`src/rtl/uart_pkg.sv`:
```
// uart_pkg: shared UART receiver state encoding, oversampling constants and baud divider helper
package uart_pkg;
  typedef enum logic [2:0] {IDLE, START, DATA, STOP, WAIT_IDLE} uart_rx_state_t;
  localparam int OVERSAMPLE = 16;
  localparam int MID_TICK = 7;
  function automatic int tick_div(input int clk_hz, input int baud);
    return (clk_hz + (OVERSAMPLE / 2) * baud) / (OVERSAMPLE * baud);
  endfunction
endpackage

```
`src/rtl/uart_baud_tick.sv`:
```
// uart_baud_tick: 16x oversampling tick generator, phase-restartable through iCLR
module uart_baud_tick
  import uart_pkg::*;
#(
  parameter int CLK_HZ = 50_000_000,
  parameter int BAUD = 115200
) (
  input  logic iCLK,
  input  logic iRST_N,
  input  logic iCLR,
  output logic oTICK
);
  localparam int DIV = tick_div(CLK_HZ, BAUD);
  localparam int W = DIV > 1 ? $clog2(DIV) : 1;
  logic [W-1:0] cnt;
  assign oTICK = cnt == W'(DIV - 1);
  always_ff @(posedge iCLK)
    if (!iRST_N || iCLR || oTICK) cnt <= '0;
    else cnt <= cnt + 1'b1;
endmodule

```
`src/rtl/uart_rx_byte.sv`:
```
// uart_rx_byte: 8N1 16x-oversampled serial receiver with valid/read holding register
module uart_rx_byte
  import uart_pkg::*;
#(
  parameter int CLK_HZ = 50_000_000,
  parameter int BAUD = 115200
) (
  input  logic       iCLK,
  input  logic       iRST_N,
  input  logic       iRXD,
  input  logic       iREAD,
  output logic [7:0] oDATA,
  output logic       oVALID,
  output logic       oFRAME_ERR,
  output logic       oOVERRUN,
  output logic       oBUSY
);
  uart_rx_state_t state, next_state;
  logic rx_meta, rxs, tick, mid, shift, stop_hit, accept;
  logic [3:0] cnt;
  logic [2:0] bit_idx;
  logic [7:0] shreg;
  always_ff @(posedge iCLK)
    if (!iRST_N) {rx_meta, rxs} <= 2'b11;
    else {rx_meta, rxs} <= {iRXD, rx_meta};
  uart_baud_tick #(.CLK_HZ(CLK_HZ), .BAUD(BAUD)) u_tick (
    .iCLK  (iCLK),
    .iRST_N(iRST_N),
    .iCLR  (state == IDLE),
    .oTICK (tick)
  );
  always_ff @(posedge iCLK)
    if (!iRST_N) state <= IDLE;
    else state <= next_state;
  always_comb begin
    next_state = state;
    case (state)
      IDLE:      if (!rxs) next_state = START;
      START:     if (mid) next_state = rxs ? IDLE : DATA;
      DATA:      if (mid && bit_idx == 3'd7) next_state = STOP;
      STOP:      if (mid) next_state = rxs ? IDLE : WAIT_IDLE;
      WAIT_IDLE: if (rxs) next_state = IDLE;
      default:   next_state = IDLE;
    endcase
  end
  always_comb begin
    mid = tick && cnt == (state == START ? 4'(MID_TICK) : 4'(OVERSAMPLE - 1));
    shift = state == DATA && mid;
    stop_hit = state == STOP && mid;
    accept = stop_hit && rxs;
    oBUSY = state != IDLE;
  end
  always_ff @(posedge iCLK)
    if (!iRST_N || state == IDLE) begin
      cnt <= '0;
      bit_idx <= '0;
      shreg <= iRST_N ? shreg : '0;
    end else begin
      cnt <= tick ? (mid ? '0 : cnt + 1'b1) : cnt;
      bit_idx <= shift ? bit_idx + 1'b1 : bit_idx;
      shreg <= shift ? {rxs, shreg[7:1]} : shreg;
    end
  // An accept that coincides with iREAD replaces the pending byte instead of overrunning.
  always_ff @(posedge iCLK)
    if (!iRST_N) begin
      oDATA <= '0;
      oVALID <= 1'b0;
      oOVERRUN <= 1'b0;
      oFRAME_ERR <= 1'b0;
    end else begin
      oFRAME_ERR <= stop_hit && !rxs;
      if (accept && (!oVALID || iREAD)) begin
        oDATA <= shreg;
        oVALID <= 1'b1;
        oOVERRUN <= oVALID ? 1'b0 : oOVERRUN;
      end else if (accept) begin
        oOVERRUN <= 1'b1;
      end else if (iREAD && oVALID) begin
        oVALID <= 1'b0;
        oOVERRUN <= 1'b0;
      end
    end
endmodule
```
`config.mk`:
```
export PLATFORM = sky130hd
export DESIGN_NAME = uart_rx_byte
export DESIGN_NICKNAME = d
export VERILOG_FILES = /design/src/rtl/uart_pkg.sv /design/src/rtl/uart_baud_tick.sv /design/src/rtl/uart_rx_byte.sv
export SDC_FILE = /design/constraint.sdc
export NUM_CORES = 1
export LEC_CHECK = 0
export CORE_ASPECT_RATIO = 0.7
export CORE_UTILIZATION = 45
export DETAILED_ROUTE_END_ITERATION = 12
export MAX_ROUTING_LAYER = met4
export PLACE_DENSITY = 0.75
export SLEW_MARGIN = 25
export SYNTH_ARGS = -nofsm -noshare
export SYNTH_HDL_FRONTEND = slang
export SYNTH_HIERARCHICAL = 1
export SYNTH_SLANG_ARGS = --single-unit
```
`constraint.sdc`:
```
create_clock -name iCLK -period 2.3 [get_ports iCLK]
set_clock_uncertainty 0.1 [all_clocks]
set_input_delay 0.345 -clock iCLK [delete_from_list [all_inputs] [get_ports iCLK]]
set_output_delay 0.345 -clock iCLK [all_outputs]
set_load 0.01 [all_outputs]
```
After elaboration in Yosys (flattened, before gate mapping)
Cells that the tools add are included.

Input port bits: 4. Bits in registers: 36. Logic and storage cells: 71.

Reductions and logical operators: 23. $add $sub $neg: 3. Mux-type cells: 19. Equal/unequal tests: 15.

Operators by type and width (count): two-way mux 8 bit (3); two-way mux 3 bit (6); case mux 3 bit (5 select lines) (1); inequality test 2 bit (second input constant) (7); logical AND 1 bit (8); two-way mux 4 bit (2); equality test 3 x 2 -> 1 bit (second input constant) (2); equality test 3 bit (second input constant) (2); two-way mux 1 bit (6); AND reduction 2 bit (3); nonzero test 3 bit (2); adder 5 x 1 -> 5 bit (second input constant) (1); equality test 5 bit (second input constant) (1); AND reduction 5 bit (1); adder 4 x 1 -> 4 bit (second input constant) (1); equality test 4 bit (1); nonzero test 2 bit (2); adder 3 x 1 -> 3 bit (second input constant) (1); equality test 3 x 1 -> 1 bit (second input constant) (1); logical NOT 1 bit (3); logical NOT 3 bit (1); logical OR 1 bit (3); two-way mux 2 bit (1); inequality test 2 x 1 -> 1 bit (second input constant) (1).

Logic depth before layout (Yosys ltp)
Gate-level depths: netlist (run 1).

Word-level depth: 9. Gate-level depth with buffers: 8. Gate-level depth less buffers: 6.

Modules after synthesis
Netlist (run 1), hierarchy kept.

By module, submodules not included: uart_rx_byte (cells each 134, area an instance 1370.1 um^2, times used 1); uart_baud_tick (cells each 20, area an instance 205.2 um^2, times used 1).

Worst setup path after synthesis (run 1)
No wires, ideal clock.

Path kind: reg-to-reg. Start: register u_tick.cnt[0]. End: register shreg[0], enable pin. Stages on the path, launching flop included: 9. Data arrival time: 1.942 ns. Setup slack: -0.126 ns. Buffers on the path: 2. Clock period less this slack: 2.426 ns. Cells stage by stage: dfxtp_1 inv_1 ha_1 and4b_1 buf_4 and3_2 clkbuf_1 nand2_1 o21ai_0.

Word-level cells in the longest chain between the ends: 5.

Ends and longest elaborated chain: from (decl) (RTL line uart_baud_tick.sv:15) `logic [W-1:0] cnt;`; from (signal assigned) (RTL line uart_baud_tick.sv:19) `else cnt <= cnt + 1'b1;`; equality test 5 bit (RTL line uart_baud_tick.sv:16) `assign oTICK = cnt == W'(DIV - 1);`; net tick (RTL line uart_rx_byte.sv:19) `logic rx_meta, rxs, tick, mid, shift, stop_hit, accept;`; logical AND 1 bit (RTL line uart_rx_byte.sv:47) `mid = tick && cnt == (state == START ? 4'(MID_TICK) : 4'(OVERSAMPLE - 1));`; logical AND 1 bit (RTL line uart_rx_byte.sv:48) `shift = state == DATA && mid;`; nonzero test 2 bit (no line); AND reduction 2 bit (no line); to (signal assigned) (RTL line uart_rx_byte.sv:57) `shreg <= iRST_N ? shreg : '0;`; to (signal assigned) (RTL line uart_rx_byte.sv:61) `shreg <= shift ? {rxs, shreg[7:1]} : shreg;`; to (decl) (RTL line uart_rx_byte.sv:22) `logic [7:0] shreg;`.

The timed path passes the listed nets, and every way through them passes these cells. A chain may end at the register's enable or synchronous reset.

Final worst setup path (run 1)
Start: register state[1]. End: output oBUSY.

Word-level cells in the longest chain between the ends: 1.

Ends and longest elaborated chain: from (decl) (RTL line uart_rx_byte.sv:18) `uart_rx_state_t state, next_state;`; from (signal assigned) (RTL line uart_rx_byte.sv:34) `else state <= next_state;`; nonzero test 3 bit (RTL line uart_rx_byte.sv:51) `oBUSY = state != IDLE;`; to (decl) (RTL line uart_rx_byte.sv:16) `output logic oBUSY`.

Every way passes these cells.

==> results_dict.tcl, run 1 <==
set metrics [dict create \
    cp-start-kind "flop" \
    die_area_um2 3740 \
    cts_setup_buffers 0 \
    required_ns 1.86 \
    wl_per_cell_um 13.8 \
    numClockSinks 36 \
    core_um2 3230 \
    status "finished clean" \
    synth_area_um2 1580 \
    vdd_drop_max_v 0.000389 \
    worstSetupPathType "flop to output port" \
    final_layout_size_suffix_gt1_share_pct 8.82 \
    maxUsedRoutingLayer "met4" \
    die_w_um 72.7 \
    antenna_found_initial 0 \
    ant_nets 0 \
    drt-met1-wl_um 1510 \
    p_leak_nw 0.692 \
    dp_hpwl_um 2120 \
    drtIter0Drc 82 \
    synth_cell_types 42 \
    worstPathCellList "or3_1 > clkdlybuf4s50_1" \
    min_from "rx_meta" \
    grt_pass1_vias 1098 \
    cp-end-kind "output port" \
    rows 17 \
    combPwrFrac_pct 6.7 \
    wl_um 3000 \
    max_slew_margin_pct 70.7 \
    gp_congestion 0.844 \
    synth_top_area_cell "dfxtp_1" \
    setup_viol 0 \
    switching_share_pct 23.2 \
    hold_class "flop to flop" \
    seq_area_frac_synth_pct 50.8 \
    fillers 301 \
    avgViaCountPerCell 5.36 \
    cts_tree "built" \
    nNetsFinal 179 \
    pwr_density_cell_nw_per_um2 634 \
    die_y_um 51.5 \
    finalHoldViolations 0 \
    synthArstFlopShare_pct 0 \
    overflow 0 \
    regToRegStartpoint "u_tick/cnt[0]" \
    port_buffers 15 \
    clock.fmax_ghz 0.459 \
    grt_max_degree 20 \
    synth.top_cell.area_share_pct 35.6 \
    grt_usage_pct 18.7 \
    drc 0 \
    synth_area_leaders "dfxtp_1 (36%), edfxtp_1 (15%), mux2i_1 (5.7%), nand2_1 (5.2%), ha_1 (4.0%)" \
    worst_pin_slew_ns 0.438 \
    syn_area_per_cell_um2 10.2 \
    postCtsHoldBufs 0 \
    cts_root_buf "clkbuf_8" \
    rsz0062_at_grt "false" \
    wl_met2_um 1310 \
    cts_buffers 5 \
    post_cts_resized 0 \
    cts_max_level 2 \
    slowest_stage "clkdlybuf4s50_1" \
    cts_buffer_depth 2 \
    maxCapViolCount 0 \
    ys_warn_count 6 \
    finalMaxSlewViolations 0 \
    seqPwrFrac_pct 57.7 \
    cpLargestDelayFamily "buffers and inverters" \
    synth_nets 163 \
    synth_common_cells "dfxtp_1 (28), nand2_1 (22), mux2i_1 (9), nor2_1 (9), edfxtp_1 (8)" \
    yosysMostFrequentCell "dfxtp_1" \
    crit_path_start "state[1]" \
    crit_fanout 10 \
    ios 16 \
    min_period_over_period_pct 94.6 \
    ys.flop_type "dfxtp_1" \
    routed-via-count 1164 \
    met3_wirelength_um 162 \
    utilization_pct 56.8 \
    p_int_uw 895 \
    start_util_pct 48.7 \
    worstSkewPairLatency_ns 0.28 \
    clkPwrFrac_pct 35.7 \
    grt_first_pass_wirelength_um 5090 \
    num_antenna_cells 0 \
    cp_num_buf_inv 1 \
    firstDrtPassIters 4 \
    synth_edf_count 8 \
    power_mw 1.17 \
    timing.setup.tns_ns 0 \
    cts.clk_slew.worst_paths_ns 0.07 \
    cp_slowest_stage_delay_ns 0.54 \
    min_period_ns 2.18 \
    cp.arrival_ns 1.73 \
    area_growth_pct 16.7 \
    syn_inst 154 \
    power.switching_uw 270 \
    ys_ff_latch 36 \
]
[final timing paths]
check / to / slack, ns / depth (start not counted)
min reg2reg: rxs / 0.33 / 1
max reg2reg: shreg[7] / 0.22 / 7
max: oBUSY / 0.12 / 2
min: rxs / 0.33 / 1
[flip-flops by register name (all words and copies together), names as in the netlist]
signal      cells
bit_idx         3
u_tick/cnt      5
oFRAME_ERR      1
cnt             4
shreg           8
oOVERRUN        1
oVALID          1
state           3
rxs             1
rx_meta         1
oDATA           8
[layout make-up]
cell class	instances	area, µm²	share of cell area (%)
flip-flops and latches	36	801	43.6
multi-input cells	104	709	38.6
repair buffers	18	173	9.39
clock buffers	6	72.6	3.95
well taps	47	58.8	3.20
inverters	5	18.8	1.02
clock inverters	1	5.00	0.272
[layout by cell type (no fill, tap or decap), drive strengths merged, types with 2 or more instances in the layout]
| master | n |
|---|---|
| xnor2 | 2 |
| edfxtp | 8 |
| clkdlybuf4s50 | 15 |
| nor2 | 9 |
| nand4 | 4 |
| a21oi | 4 |
| buf | 3 |
| nand3 | 3 |
| a211o | 2 |
| o211a | 2 |
| o31ai | 3 |
| nor2b | 2 |
| nand2b | 3 |
| inv | 5 |
| nor4 | 4 |
| clkbuf | 6 |
| ha | 5 |
| and3 | 8 |
| nand2 | 23 |
| dfxtp | 28 |
| nor3b | 2 |
| mux2i | 9 |
| xor2 | 4 |
[worst register-to-register path, stage by stage, from the launching register on]
cell     delay (ns)
dfxtp_1        0.34
inv_1          0.07
ha_1           0.13
and4b_1        0.39
and3_2         0.34
nand2_1        0.10
o21ai_1        0.14
buf_4          0.20
[power groups by stage]
stage	combinational [mW]	sequential [mW]	clock, mW
floorplan	0.0585	0.678	0
global placement	0.0734	0.686	0
detailed placement	0.0769	0.686	0
CTS	0.0775	0.672	0.421
global route	0.0853	0.674	0.451
finish	0.0777	0.672	0.415
[per-layer routing]
layer | GRT usage [%] | vias up
li1 | - | 576
met1 | 25.1 | 555
met2 | 27.6 | 29
met3 | 5.43 | 4
met4 | 5.56 | 0
met5 | - | -
[metrics by stage]
step | cell area, µm² | hold slack [ns] | std cells | setup slack, ns
after floorplan | 1580 | 0.286 | 154 | 0.0893
after global placement | 1760 | 0.297 | 210 | 0.321
after detailed placement | 1760 | 0.314 | 210 | 0.225
after CTS | 1840 | 0.332 | 217 | 0.131
after global routing | 1840 | 0.338 | 217 | 0.0462
final | 1840 | 0.327 | 217 | 0.124
[logic make-up after synthesis]
logic type	synth area share, %
DFF	50.8
xor gates and xnor gates	3.34
adders and majority gates	3.97
AOI/OAI and AO/OA	8.34
and+or+nand+nor	23.7
muxes	5.72
buffers and inverters	4.13
Note: power is estimated with default switching activity, not from simulation.
==> run 2, diff against run 1 <==
--- a/config.mk
+++ b/config.mk
@@ -7,6 +7,7 @@
 export LEC_CHECK = 0
 export CORE_ASPECT_RATIO = 0.7
 export CORE_UTILIZATION = 45
+export CTS_CLUSTER_SIZE = 20
 export DETAILED_ROUTE_END_ITERATION = 12
 export MAX_ROUTING_LAYER = met4
 export PLACE_DENSITY = 0.75
==> results of run 2 <==
No change in the layout: final DEF, timing and power equal those of run 1.
==> run 3, diff against run 2 <==
--- a/config.mk
+++ b/config.mk
@@ -11,6 +11,7 @@
 export DETAILED_ROUTE_END_ITERATION = 12
 export MAX_ROUTING_LAYER = met4
 export PLACE_DENSITY = 0.75
+export REMOVE_ABC_BUFFERS = 1
 export SLEW_MARGIN = 25
 export SYNTH_ARGS = -nofsm -noshare
 export SYNTH_HDL_FRONTEND = slang
==> run 3 against run 2 <==
  * Wire length increased by 0.73%
  * Sequential power about the same
  * Via count rose by 0.17%
  * Highest routed layer unchanged
  * Fmax shrank 2.6%
  * Global-route usage increased by 0.26 points
  * Largest power group unchanged
  * Count of clock-buffer cells in the layout is 1 lower
  * Critical path depth did not move
  * Flip-flop and latch count is the same
==> results_dict.tcl, run 3 (synthesized netlist as in run 1, its figures left out) <==
set metrics [dict create \
    reg2reg_to "shreg[5]" \
    max_slew_margin_pct 72.5 \
    area_growth_pct 18.8 \
    cts.clk_slew.worst_paths_ns 0.08 \
    slowest_stage "or3_1" \
    met3_wirelength_um 207 \
    worstPathCellList "or3_1 > clkdlybuf4s50_1" \
    numClockSinks 36 \
    cp.arrival_ns 1.79 \
    worstSetupPathType "flop to output port" \
    wl_um 3020 \
    cts_setup_buffers 0 \
    fillers 295 \
    wl_per_cell_um 13.8 \
    rsz0062_at_grt "false" \
    final_cell_mix "dfxtp_1 (28), nand2_1 (22), clkdlybuf4s50_1 (15), mux2i_1 (9), nor2_1 (9)" \
    firstDrtPassIters 4 \
    num_antenna_cells 0 \
    seq_area_um2 801 \
    min_from "rx_meta" \
    ios 16 \
    die_area_um2 3740 \
    hold_class "flop to flop" \
    cts_root_buf "clkbuf_8" \
    port_buffers 15 \
    drtIter0Drc 72 \
    status "finished clean" \
    rows 17 \
    setup_viol 0 \
    grt_usage_pct 19.0 \
    overflow 0 \
    min_period_ns 2.23 \
    cp-end-kind "output port" \
    min_period_over_period_pct 97.1 \
    post_cts_resized 0 \
    final_common_cell "dfxtp_1" \
    utilization_pct 57.9 \
    worstSkewPairLatency_ns 0.29 \
    die_y_um 51.5 \
    hold_path_depth 1 \
    cts_buffers 5 \
    timing.setup.tns_ns 0 \
    die_w_um 72.7 \
    vdd_drop_max_v 0.000477 \
    min_to "rxs" \
    grt_pass1_vias 1117 \
    p_leak_nw 0.705 \
    antenna_found_initial 0 \
    crit_fanout 10 \
    dp_hpwl_um 2180 \
    top_regs "oDATA: 8 flops, shreg: 8 flops, u_tick/cnt: 5 flops" \
    required_ns 1.86 \
    finalHoldViolations 0 \
    finalMaxSlewViolations 0 \
    wl_met2_um 1380 \
    start_util_pct 48.7 \
    reg2reg_depth 7 \
    dp.cells 210 \
    grt_first_pass_wirelength_um 5110 \
    cp_slowest_stage_delay_ns 0.55 \
    postCtsHoldBufs 0 \
    routed-via-count 1166 \
    cts_max_level 2 \
    clock.fmax_ghz 0.448 \
    pwr_density_cell_nw_per_um2 693 \
    cp-start-kind "flop" \
    regToRegStartpoint "u_tick/cnt[0]" \
    drt-met1-wl_um 1380 \
    worst_pin_slew_ns 0.411 \
    core_um2 3230 \
    cts_buffer_depth 2 \
    multi_input_area_um2 709 \
    nNetsFinal 179 \
    cts_tree "built" \
    gp_congestion 0.961 \
    final_layout_size_suffix_gt1_share_pct 9.94 \
    grt_max_degree 29 \
    drc 0 \
    avgViaCountPerCell 5.35 \
    maxCapViolCount 0 \
    final_cells 218 \
    maxUsedRoutingLayer "met4" \
    ant_nets 0 \
    r2r_slack_ns 0.18 \
]
[run 3: cell types whose count changed in the layout (fill, tap and decap cells not counted)]
cell	delta
o21ai_0	+1
clkbuf_1	-1
bufinv_16	+1
clkinvlp_4	+1
o21ai_1	-1
[run 3: metrics by stage]
step	power (mW)	instance area (µm²)	hold slack, ns	setup slack [ns]
6_report	1.30	1870	0.309	0.0659
2_1_floorplan	0.728	1530	0.286	-0.0290
4_1_cts	1.31	1870	0.312	0.0829
5_1_grt	1.35	1870	0.325	0.0116
3_5_place_dp	0.762	1760	0.295	0.212
3_3_place_gp	0.758	1760	0.298	0.291
[run 3: layout make-up]
class                           instances  area share [%]
Clock buffer                            5            3.68
Clock inverter                          3            2.27
Inverter                                5            1.00
Multi-Input combinational cell        104            37.9
Sequential cell                        36            42.8
Tap cell                               47            3.14
Timing Repair Buffer                   18            9.22
[run 3: worst max-delay path by stage]
| stage | end | startpoint |
|---|---|---|
| 5_1_grt | oBUSY | state[0] |
| 3_3_place_gp | shreg[3] | u_tick/cnt[0] |
| 6_report | oBUSY | state[1] |
| 3_5_place_dp | shreg[3] | u_tick/cnt[0] |
| 2_1_floorplan | shreg[0] | u_tick/cnt[0] |
| 4_1_cts | oBUSY | state[1] |
[run 3: layer usage]
metal	global-route usage [%]	vias to the layer above
met5	-	-
met4	9.15	0
met3	5.23	13
met2	30.2	47
met1	22.5	529
li1	-	577
[run 3: where the power goes]
part,switching [mW],leakage (nW),internal [mW],total (mW)
clock,0.228,0.0541,0.320,0.548
combinational,0.0475,0.342,0.0302,0.0777
sequential,0.0125,0.309,0.659,0.672
[run 3: worst max-delay path: cells and delay by family, from the launching register on]
kind	cells	cell delay, ns
buffers and inverters	1	0.55
flip-flops	1	0.40
AND/OR/NAND/NOR	1	0.55
